`config.mk`:
```
export PLATFORM = sky130hd
export DESIGN_NAME = rt_tile_scheduler_flat
export DESIGN_NICKNAME = d
export VERILOG_FILES = /design/src/rtl/rt_tile_scheduler_if.sv /design/src/rtl/rt_tile_scheduler.sv /design/src/flat_wrapper.sv
export SDC_FILE = /design/constraint.sdc
export NUM_CORES = 1
export LEC_CHECK = 0
export BUFFER_PORTS_ARGS = -buffer_cell sky130_fd_sc_hd__buf_2
export CAP_MARGIN = 20
export CORE_AREA = 2 2 109 111
export DETAILED_ROUTE_END_ITERATION = 8
export DIE_AREA = 0 0 111 113
export PLACE_DENSITY = 0.79
export SLEW_MARGIN = 0
export SYNTH_ARGS = -nofsm -noshare
export SYNTH_HDL_FRONTEND = slang
export SYNTH_SLANG_ARGS = --single-unit
```
`constraint.sdc`:
```
create_clock -name clk -period 5.32 [get_ports clk]
set_clock_uncertainty 0.2 [all_clocks]
set_input_delay 0.798 -clock clk [delete_from_list [all_inputs] [get_ports clk]]
set_output_delay 0.798 -clock clk [all_outputs]
set_load 0.005 [all_outputs]
```
`src/rtl/rt_tile_scheduler_if.sv`:
```
// Beat stream from the tile scheduler to the ray-generation unit.
// The master drives the pixel/sample payload; the slave returns out_ready.
interface rt_tile_scheduler_if #(
    parameter int COORD_W = 16,
    parameter int SPP_W   = 4
);
    logic               out_valid;
    logic               out_ready;
    logic [COORD_W-1:0] x;
    logic [COORD_W-1:0] y;
    logic [SPP_W-1:0]   sample;
    logic               out_last;

    modport master (output out_valid, x, y, sample, out_last, input out_ready);
    modport slave  (input out_valid, x, y, sample, out_last, output out_ready);
endinterface

```
`src/rtl/rt_tile_scheduler.sv`:
```
// Walks a programmable-size image in raster or tiled order, emitting each pixel
// spp times, then waits PIPE_DEPTH advancing pipeline cycles before pulsing done.
module rt_tile_scheduler #(
    parameter int COORD_W    = 16,
    parameter int TILE_W     = 8,
    parameter int TILE_H     = 8,
    parameter int SPP_W      = 4,
    parameter int PIPE_DEPTH = 5
) (
    input  logic                clk,
    input  logic                resetn,
    input  logic                start,
    input  logic                abort,
    input  logic [COORD_W-1:0]  image_width,
    input  logic [COORD_W-1:0]  image_height,
    input  logic [SPP_W-1:0]    spp,
    input  logic                tile_mode,
    input  logic                pipe_en,
    rt_tile_scheduler_if.master beat_if,
    output logic                busy,
    output logic                done
);
    localparam int DRAIN_W = $clog2(PIPE_DEPTH + 1);
    localparam logic [COORD_W-1:0] X_MASK = COORD_W'(TILE_W - 1);
    localparam logic [COORD_W-1:0] Y_MASK = COORD_W'(TILE_H - 1);

    typedef enum logic [1:0] {S_IDLE, S_RUN, S_DRAIN} state_t;

    state_t             r_state, w_state_nxt;
    logic [COORD_W-1:0] r_w, r_h, r_x, r_y;
    logic [SPP_W-1:0]   r_spp, r_sample;
    logic               r_tile, r_valid, r_last, r_done;
    logic [DRAIN_W-1:0] r_drain;

    logic [COORD_W-1:0] w_x_nxt, w_y_nxt;
    logic [SPP_W-1:0]   w_s_nxt, w_spp_in;
    logic               w_zero, w_xfer, w_drain_done, w_start_ok;
    logic               w_s_end, w_x_end, w_y_end, w_x_tile_end, w_y_tile_end;
    logic               w_last_nxt, w_valid_nxt, w_done_nxt, w_first, w_adv;

    assign w_spp_in     = (spp == '0) ? SPP_W'(1) : spp;
    assign w_zero       = (image_width == '0) || (image_height == '0);
    assign w_start_ok   = (r_state == S_IDLE) && start && !abort;
    assign w_xfer       = r_valid && beat_if.out_ready;
    assign w_drain_done = (r_state == S_DRAIN) && pipe_en &&
                          (r_drain == DRAIN_W'(PIPE_DEPTH - 1));

    // Tile boundaries fall on multiples of TILE_W/TILE_H, so the low coordinate
    // bits locate the tile edge; the image edge clips the last tile.
    assign w_s_end      = (r_sample == r_spp - SPP_W'(1));
    assign w_x_end      = (r_x == r_w - COORD_W'(1));
    assign w_y_end      = (r_y == r_h - COORD_W'(1));
    assign w_x_tile_end = w_x_end || ((r_x & X_MASK) == X_MASK);
    assign w_y_tile_end = w_y_end || ((r_y & Y_MASK) == Y_MASK);

    // State register.
    always_ff @(posedge clk or negedge resetn) begin
        if (!resetn) r_state <= S_IDLE;
        else         r_state <= w_state_nxt;
    end

    // Next-state logic; abort overrides everything.
    always_comb begin
        w_state_nxt = r_state;
        if (abort) begin
            w_state_nxt = S_IDLE;
        end else begin
            case (r_state)
                S_IDLE:  if (start && !w_zero) w_state_nxt = S_RUN;
                S_RUN:   if (w_xfer && r_last) w_state_nxt = S_DRAIN;
                S_DRAIN: if (w_drain_done)     w_state_nxt = S_IDLE;
                default: w_state_nxt = S_IDLE;
            endcase
        end
    end

    // Output decode: what the registered outputs become on the next edge.
    // NOTE: every signal gets a default before the branches so no latch is inferred.
    always_comb begin
        w_valid_nxt = r_valid;
        w_done_nxt  = 1'b0;
        w_first     = 1'b0;
        w_adv       = 1'b0;
        if (abort) begin
            w_valid_nxt = 1'b0;
        end else begin
            case (r_state)
                S_IDLE: begin
                    if (start && w_zero) w_done_nxt = 1'b1;
                    if (start && !w_zero) begin
                        w_valid_nxt = 1'b1;
                        w_first     = 1'b1;
                    end
                end
                S_RUN: begin
                    if (w_xfer && r_last)  w_valid_nxt = 1'b0;
                    if (w_xfer && !r_last) w_adv = 1'b1;
                end
                S_DRAIN: w_done_nxt = w_drain_done;
                default: w_valid_nxt = 1'b0;
            endcase
        end
    end

    // Traversal step: sample, then x/y in raster or tile-major order.
    always_comb begin
        w_s_nxt = r_sample + SPP_W'(1);
        w_x_nxt = r_x;
        w_y_nxt = r_y;
        if (w_s_end) begin
            w_s_nxt = '0;
            if (!r_tile) begin
                w_x_nxt = w_x_end ? '0 : r_x + COORD_W'(1);
                w_y_nxt = w_x_end ? r_y + COORD_W'(1) : r_y;
            end else if (!w_x_tile_end) begin
                w_x_nxt = r_x + COORD_W'(1);
            end else if (!w_y_tile_end) begin
                w_x_nxt = r_x & ~X_MASK;
                w_y_nxt = r_y + COORD_W'(1);
            end else if (!w_x_end) begin
                w_x_nxt = r_x + COORD_W'(1);
                w_y_nxt = r_y & ~Y_MASK;
            end else begin
                w_x_nxt = '0;
                w_y_nxt = r_y + COORD_W'(1);
            end
        end
        w_last_nxt = (w_x_nxt == r_w - COORD_W'(1)) && (w_y_nxt == r_h - COORD_W'(1)) &&
                     (w_s_nxt == r_spp - SPP_W'(1));
    end

    // NOTE: sequential state uses non-blocking assignments so every register
    // samples pre-edge values regardless of statement order.
    always_ff @(posedge clk or negedge resetn) begin
        if (!resetn) begin
            r_w      <= '0;
            r_h      <= '0;
            r_spp    <= '0;
            r_tile   <= 1'b0;
            r_x      <= '0;
            r_y      <= '0;
            r_sample <= '0;
            r_valid  <= 1'b0;
            r_last   <= 1'b0;
            r_done   <= 1'b0;
            r_drain  <= '0;
        end else begin
            r_valid <= w_valid_nxt;
            r_done  <= w_done_nxt;
            if (w_start_ok) begin
                r_w    <= image_width;
                r_h    <= image_height;
                r_spp  <= w_spp_in;
                r_tile <= tile_mode;
            end
            if (abort || w_first) begin
                r_x      <= '0;
                r_y      <= '0;
                r_sample <= '0;
                r_last   <= !abort && (image_width == COORD_W'(1)) &&
                            (image_height == COORD_W'(1)) && (w_spp_in == SPP_W'(1));
            end else if (w_adv) begin
                r_x      <= w_x_nxt;
                r_y      <= w_y_nxt;
                r_sample <= w_s_nxt;
                r_last   <= w_last_nxt;
            end else if (w_xfer) begin
                r_last <= 1'b0;
            end
            if (r_state != S_DRAIN) r_drain <= '0;
            else if (pipe_en)       r_drain <= r_drain + DRAIN_W'(1);
        end
    end

    assign beat_if.out_valid = r_valid;
    assign beat_if.x         = r_x;
    assign beat_if.y         = r_y;
    assign beat_if.sample    = r_sample;
    assign beat_if.out_last  = r_last;
    assign busy              = (r_state != S_IDLE);
    assign done              = r_done;
endmodule

```
`src/flat_wrapper.sv`:
```
// flat-port wrapper written by rule: the top's interface ports become plain ports
module rt_tile_scheduler_flat 
#(
    parameter int COORD_W    = 16,
    parameter int TILE_W     = 8,
    parameter int TILE_H     = 8,
    parameter int SPP_W      = 4,
    parameter int PIPE_DEPTH = 5
)
  (clk, resetn, start, abort, image_width, image_height, spp, tile_mode, pipe_en, busy, done, beat_if_out_valid, beat_if_x, beat_if_y, beat_if_sample, beat_if_out_last, beat_if_out_ready);
  rt_tile_scheduler_if #(.COORD_W(COORD_W), .SPP_W(SPP_W)) beat_if_i ();
  input  logic clk;
  input  logic resetn;
  input  logic start;
  input  logic abort;
  input  logic [COORD_W-1:0] image_width;
  input  logic [COORD_W-1:0] image_height;
  input  logic [SPP_W-1:0] spp;
  input  logic tile_mode;
  input  logic pipe_en;
  output logic busy;
  output logic done;
  output wire logic [$bits(beat_if_i.out_valid)-1:0] beat_if_out_valid;
  output wire logic [$bits(beat_if_i.x)-1:0] beat_if_x;
  output wire logic [$bits(beat_if_i.y)-1:0] beat_if_y;
  output wire logic [$bits(beat_if_i.sample)-1:0] beat_if_sample;
  output wire logic [$bits(beat_if_i.out_last)-1:0] beat_if_out_last;
  input wire logic [$bits(beat_if_i.out_ready)-1:0] beat_if_out_ready;
  assign beat_if_out_valid = beat_if_i.out_valid;
  assign beat_if_x = beat_if_i.x;
  assign beat_if_y = beat_if_i.y;
  assign beat_if_sample = beat_if_i.sample;
  assign beat_if_out_last = beat_if_i.out_last;
  assign beat_if_i.out_ready = beat_if_out_ready;
  rt_tile_scheduler #(.COORD_W(COORD_W), .TILE_W(TILE_W), .TILE_H(TILE_H), .SPP_W(SPP_W), .PIPE_DEPTH(PIPE_DEPTH)) u_core (.clk(clk), .resetn(resetn), .start(start), .abort(abort), .image_width(image_width), .image_height(image_height), .spp(spp), .tile_mode(tile_mode), .pipe_en(pipe_en), .beat_if(beat_if_i), .busy(busy), .done(done));
endmodule
```
==> impl_metrics.yaml, run 1 <==
critical_path:
  rr_worst_depth: 15
  path_class: "reg2reg"
  critPathRequiredTime_ns: 5.40
  endpoint_kind: "flip-flop"
  path_max_fanout: 11
  cp-start-kind: "flip-flop"
  arrival_ns: 5.10
timing:
  setup_viol: 0
  drv_slew: 0
  fmax_mhz: 200
  tightest_slew_ns: 0.916
  timing.slew.headroom: 0.389
  rsz0062_at_grt: "no"
  final-hold-violation-count: 0
  fin_crit_ns: 5.01
  setup_tns_ns: 0
  worst_slack_ns: 0.309
  hold_ws_ns: 0.0722
  fin_crit_sh: 0.942
logic_synthesis:
  avgSynthCellArea_um2: 8.25
  synth_area_um2: 6730
  ys_async_sr_fraction: 1.00
  ys_seq_elements: 81
  yosys_warnings: 0
  seq_area_frac_synth: 0.301
  synthTopCellsByCount: "81 x dfrtp_1, 75 x nand2_1, 63 x o21ai_0"
  yosysTopAreaCellShare: 0.301
  syn_nets: 869
  synth_area_leaders: "dfrtp_1 30%, xnor2_1 6.5%, mux2_2 4.9%"
  ys.flop_type: "dfrtp_1"
  synth-edff-count: 0
  synth_most_common_cell: "dfrtp_1"
  syn_inst: 815
  synth_cell_type_count: 73
  yosysTopAreaCell: "dfrtp_1"
finish:
  area_growth_pct: 13.0
  multi_input_area_um2: 4420
  register_area_um2: 2030
  layout.cells.non_filler: 1024
  n_fill_cell: 931
  drive_gt1_frac: 0.190
  nets: 930
  post-route-util: 0.674
  antenna_cells: 0
route:
  drt-vias-per-instance: 6.87
  drt-initial-drc-count: 875
  drt_first_pass_iters: 5
  wirelength_mm: 22.3
  wire_per_inst_um: 21.8
  vias: 7031
  antenna_left: 0
  drc: 0
global_route:
  grt_pass1_vias: 6501
  grt_util_all_layers: 0.357
  grt_max_degree: 82
  grt_pass1_wl_mm: 35.4
  grt.overflow.total: 0
  antenna_found_initial: 0
pwr:
  ir_drop_mv: 0.247
  cellPowerDensity_nw_per_um2: 277
  total_leakage_power_nw: 3.12
clocking:
  hold_buffers: 0
  cts_sinks: 81
  clk_path_buf_depth: 2
  cts_tree: "yes"
  cts_inserted_buffers: 9
  clk_pin_slew_ns: 0.06
  h-tree-depth: 3
  cts-root-buf: "clkbuf_16"
  clk-insertion-delay-late_ns: 0.36
hold_path:
  hold_path.class: "in2async"
floorplanning:
  io-pin-count: 83
  die_x_um: 111
  core-area_um2: 11300
  start_util: 0.597
  dieArea_um2: 12500
  die_y_um: 113
  rows: 39
place:
  hpwl_mm: 16.3
  place_inst: 1007
  gp_congestion: 1.01
  dpl_worst_slack_ns: 0.453
  io_buffers: 82
job:
  max_cap_violations: 0
run_status:
  status: "complete, no violations"
-- state kept, by name, indices dropped and copies added, names as in the netlist --
name,cells
u_core.beat_if.out_valid,1
u_core.r_state,2
u_core.beat_if.x,16
u_core.beat_if.sample,4
u_core.r_spp,4
u_core.r_w,16
u_core.r_drain,3
u_core.beat_if.out_last,1
u_core.r_tile,1
u_core.beat_if.y,16
u_core.r_h,16
u_core.done,1
-- through the flow --
step	total power, W	cell area [µm²]
final	0.00210	7600
after global routing	0.00219	7600
after floorplan	0.00122	6730
after global placement	0.00142	7270
after CTS	0.00209	7570
after detailed placement	0.00143	7270
-- power breakdown --
part	internal [W]	switching (W)	leakage, nW
combinational	0.000281	0.000383	1.92
clock	0.000392	0.000263	0.150
sequential	0.000672	0.000112	1.05
total	0.00135	0.000759	3.12
-- per-layer routing --
metal,vias up,GRT usage,share of wire
met4,0,0.103,0.019
met5,-,0,0
met3,43,0.0605,0.11
met2,465,0.538,0.44
met1,3358,0.531,0.43
li1,3165,-,-
-- kinds of logic after synthesis --
family | after synthesis | share of synthesized area
AO/OA/AOI/OAI | 204 | 0.201
XOR/XNOR | 80 | 0.113
adder cells (fa/ha/maj) | 11 | 0.0205
buffers and inverters | 75 | 0.0435
flip-flops | 81 | 0.301
multiplexers | 35 | 0.0582
AND/OR/NAND/NOR | 329 | 0.262
-- cell usage in the layout, fill, tap and decap left out, types with 10 or more instances in the layout --
master / synthesis / final
a21oi_1: 28 / 28
or3_1: 14 / 14
nand3_1: 26 / 26
mux2_2: 29 / 29
nand2_1: 75 / 75
and3_1: 14 / 14
nand4_1: 17 / 17
buf_4: 0 / 20
nor2_1: 60 / 60
a31oi_1: 13 / 13
nor4_1: 21 / 21
xnor2_1: 50 / 50
buf_2: 2 / 81
o21ai_0: 63 / 63
nor3_1: 33 / 32
or4_1: 16 / 16
ha_1: 11 / 11
dfrtp_1: 81 / 81
a211oi_1: 22 / 22
a22o_1: 13 / 13
o31ai_1: 10 / 10
inv_1: 22 / 22
xor2_1: 26 / 26
-- final timing paths --
check / from / to / slack [ns]
max in group asynchronous: resetn / u_core.r_h[5]$_DFFE_PN0P_ / 4.25
setup reg to reg: u_core.r_w[4]$_DFFE_PN0P_ / u_core.beat_if.out_last$_DFFE_PN0P_ / 0.31
setup / recovery: u_core.r_w[4]$_DFFE_PN0P_ / u_core.beat_if.out_last$_DFFE_PN0P_ / 0.31
hold / removal: resetn / u_core.r_w[11]$_DFFE_PN0P_ / 0.07
hold reg to reg: u_core.r_state[0]$_DFFE_PN0P_ / u_core.done$_DFF_PN0_ / 0.35
min in group clk: u_core.r_state[0]$_DFFE_PN0P_ / u_core.done$_DFF_PN0_ / 0.35
-- worst max-delay path, cell delays in order, from the launching register on --
cell and delay [ns]:
dfrtp_1 0.50, or4_1 0.74, or3_4 0.44, mux2_4 0.31, or2_4 0.27, nor4_4 0.24
nand2_2 0.13, clkinv_2 0.08, ha_1 0.14, o22ai_1 0.10, a2111oi_0 0.54, o2111ai_1 0.23
a2111oi_2 0.35, nand4_1 0.12, or4_1 0.41, o21ai_1 0.13
-- final cells by class --
type                            instances  share of cell area
Timing Repair Buffer                  102              0.0767
Sequential cell                        81               0.267
Clock inverter                          3             0.00626
Multi-Input combinational cell        659               0.581
Tap cell                              143              0.0235
Clock buffer                           13              0.0342
Inverter                               23              0.0115
-- repair_timing --
action	4_1_cts	5_1_grt
hold endpoints to repair	0	0
resized for setup	0	1
buffers inserted	0	0
endpoints found under the setup margin	0	1
Note: power is estimated with default switching activity, not from simulation.
==> run 2: changes to the inputs <==
Settings changed: RECOVER_POWER from default to 50.
==> run 2 against run 1 <==
The flow now finishes with violations (max-capacitance violations, max-slew violations). Worst setup slack got worse by 0.016 ns. Via count decreased by 0.36%. Sequential share of layout area increased by 0.13 points. Critical path depth unchanged. Non-clock buffer count unchanged. Sequential power about the same. Design area decreased by 0.49%. Highest routed layer unchanged.
==> impl_metrics.yaml, run 2 (synthesis results as in run 1) <==
critical_path:
  crit_slowest_cell: "or4_1"
  arrival_ns: 5.11
  critical_path.max_stage_delay_ns: 0.74
  critical_path.cell_chain: "or4_1 > or3_4 > mux2_4 > or2_4 > nor4_4 > nand2_2 > clkinv_2 > ha_1 > o22ai_1 > a2111oi_0 > o2111ai_1 > a2111oi_2 > nand4_1 > or4_1 > o21ai_1"
  cp-start-kind: "flip-flop"
  path_max_fanout: 11
  path_class: "reg2reg"
  critical_path.most_common_cell: "or4_1"
  endpoint_kind: "flip-flop"
  critPathRequiredTime_ns: 5.40
pwr:
  ir_drop_mv: 0.248
  total_leakage_power_nw: 3.09
  cellPowerDensity_nw_per_um2: 278
run_status:
  violations: "max-capacitance violations, max-slew violations"
  status: "finished, violations left"
job:
  max_cap_violations: 2
floorplanning:
  die_y_um: 113
  start_util: 0.597
  core-area_um2: 11300
  io-pin-count: 83
  dieArea_um2: 12500
  rows: 39
  die_x_um: 111
timing:
  final-hold-violation-count: 0
  tightest_slew_ns: 3.40
  fmax_mhz: 199
  rsz0062_at_grt: "no"
  worst_slack_ns: 0.292
  fin_crit_sh: 0.945
  drv_slew: 118
  setup_tns_ns: 0
  fin_crit_ns: 5.03
  setup_viol: 0
  timing.slew.headroom: -1.27
finish:
  final_cell_mix: "81 x dfrtp_1, 76 x buf_2, 75 x nand2_1, 63 x o21ai_0, 60 x nor2_1"
  antenna_cells: 0
  final_common_cell: "dfrtp_1"
  design_area_um2: 7560
  post-route-util: 0.671
  nets: 930
  drive_gt1_frac: 0.179
  layout.cells.non_filler: 1024
  area_growth_pct: 12.5
clocking:
  clk-insertion-delay-late_ns: 0.36
  hold_buffers: 0
  clk_path_buf_depth: 2
  clk_pin_slew_ns: 0.06
  h-tree-depth: 3
  postCtsResizedCells: 0
  cts_inserted_buffers: 9
  cts_sinks: 81
  cts-root-buf: "clkbuf_16"
  post_cts_buffers: 0
  cts_tree: "yes"
global_route:
  grt_pass1_wl_mm: 35.4
  grt.overflow.total: 0
  grt_util_all_layers: 0.357
  antenna_found_initial: 0
  grt_max_degree: 82
  grt_pass1_vias: 6501
place:
  dpl_worst_slack_ns: 0.453
  place_inst: 1007
  io_buffers: 82
  gp_congestion: 1.01
  hpwl_mm: 16.3
  placed_cell_area_um2: 7270
route:
  wire_per_inst_um: 21.7
  wirelength_mm: 22.2
  vias: 7006
  drt_first_pass_iters: 5
  drc: 0
  drt-initial-drc-count: 868
  drt-vias-per-instance: 6.84
  antenna_left: 0
hold_path:
  hold_path.class: "in2async"
## run 2: power by group
group	internal [W]	switching [W]	total, W
Sequential	0.000672	0.000112	0.000784
Clock	0.000392	0.000262	0.000654
Combinational	0.000280	0.000381	0.000661
## run 2: worst max-delay path, delay by kind of cell, from the launching register on
family                     cells  cell delay [ns]
adders and majority gates      1             0.14
buffers and inverters          1             0.09
and+or+nand+nor                7             2.37
muxes                          1             0.31
AOI/OAI and AO/OA              5             1.36
DFF                            1             0.50
## run 2: area by class of cell
type                    count  area, µm²
clock inverters             3       47.5
clock buffers              13        260
flip-flops and latches     81       2030
inverters                  23       87.6
well taps                 143        179
repair buffers            102        552
multi-input cells         659       4410
fillers                   938       3710
## run 2: layer usage
metal  global-route usage  part of all wire  vias up  routed length [µm]
met5                    0                 0        -                   0
met4                0.103             0.021        0                 471
met3               0.0605              0.11       55                2410
met2                0.538              0.44      436                9770
met1                0.531              0.43     3356                9550
li1                     -                 -     3159                   -
## run 2: path summary, 6_finish.rpt
path	from	end	slack (ns)	cells after the start
max	u_core.r_w[4]$_DFFE_PN0P_	u_core.beat_if.out_last$_DFFE_PN0P_	0.29	15
min	resetn	u_core.r_w[11]$_DFFE_PN0P_	0.20	1
max reg2reg	u_core.r_w[4]$_DFFE_PN0P_	u_core.beat_if.out_last$_DFFE_PN0P_	0.29	15
min reg2reg	u_core.r_state[0]$_DFFE_PN0P_	u_core.done$_DFF_PN0_	0.33	1
max in group asynchronous	resetn	u_core.r_h[5]$_DFFE_PN0P_	0.87	2
min in group clk	u_core.r_state[0]$_DFFE_PN0P_	u_core.done$_DFF_PN0_	0.33	1
## run 2: per-stage QoR
step                      hold slack [ns]  total power, W
after floorplan                     0.273         0.00122
after global placement              0.318         0.00142
after detailed placement            0.334         0.00143
after CTS                           0.339         0.00209
after global routing                0.251         0.00219
final                               0.202         0.00210
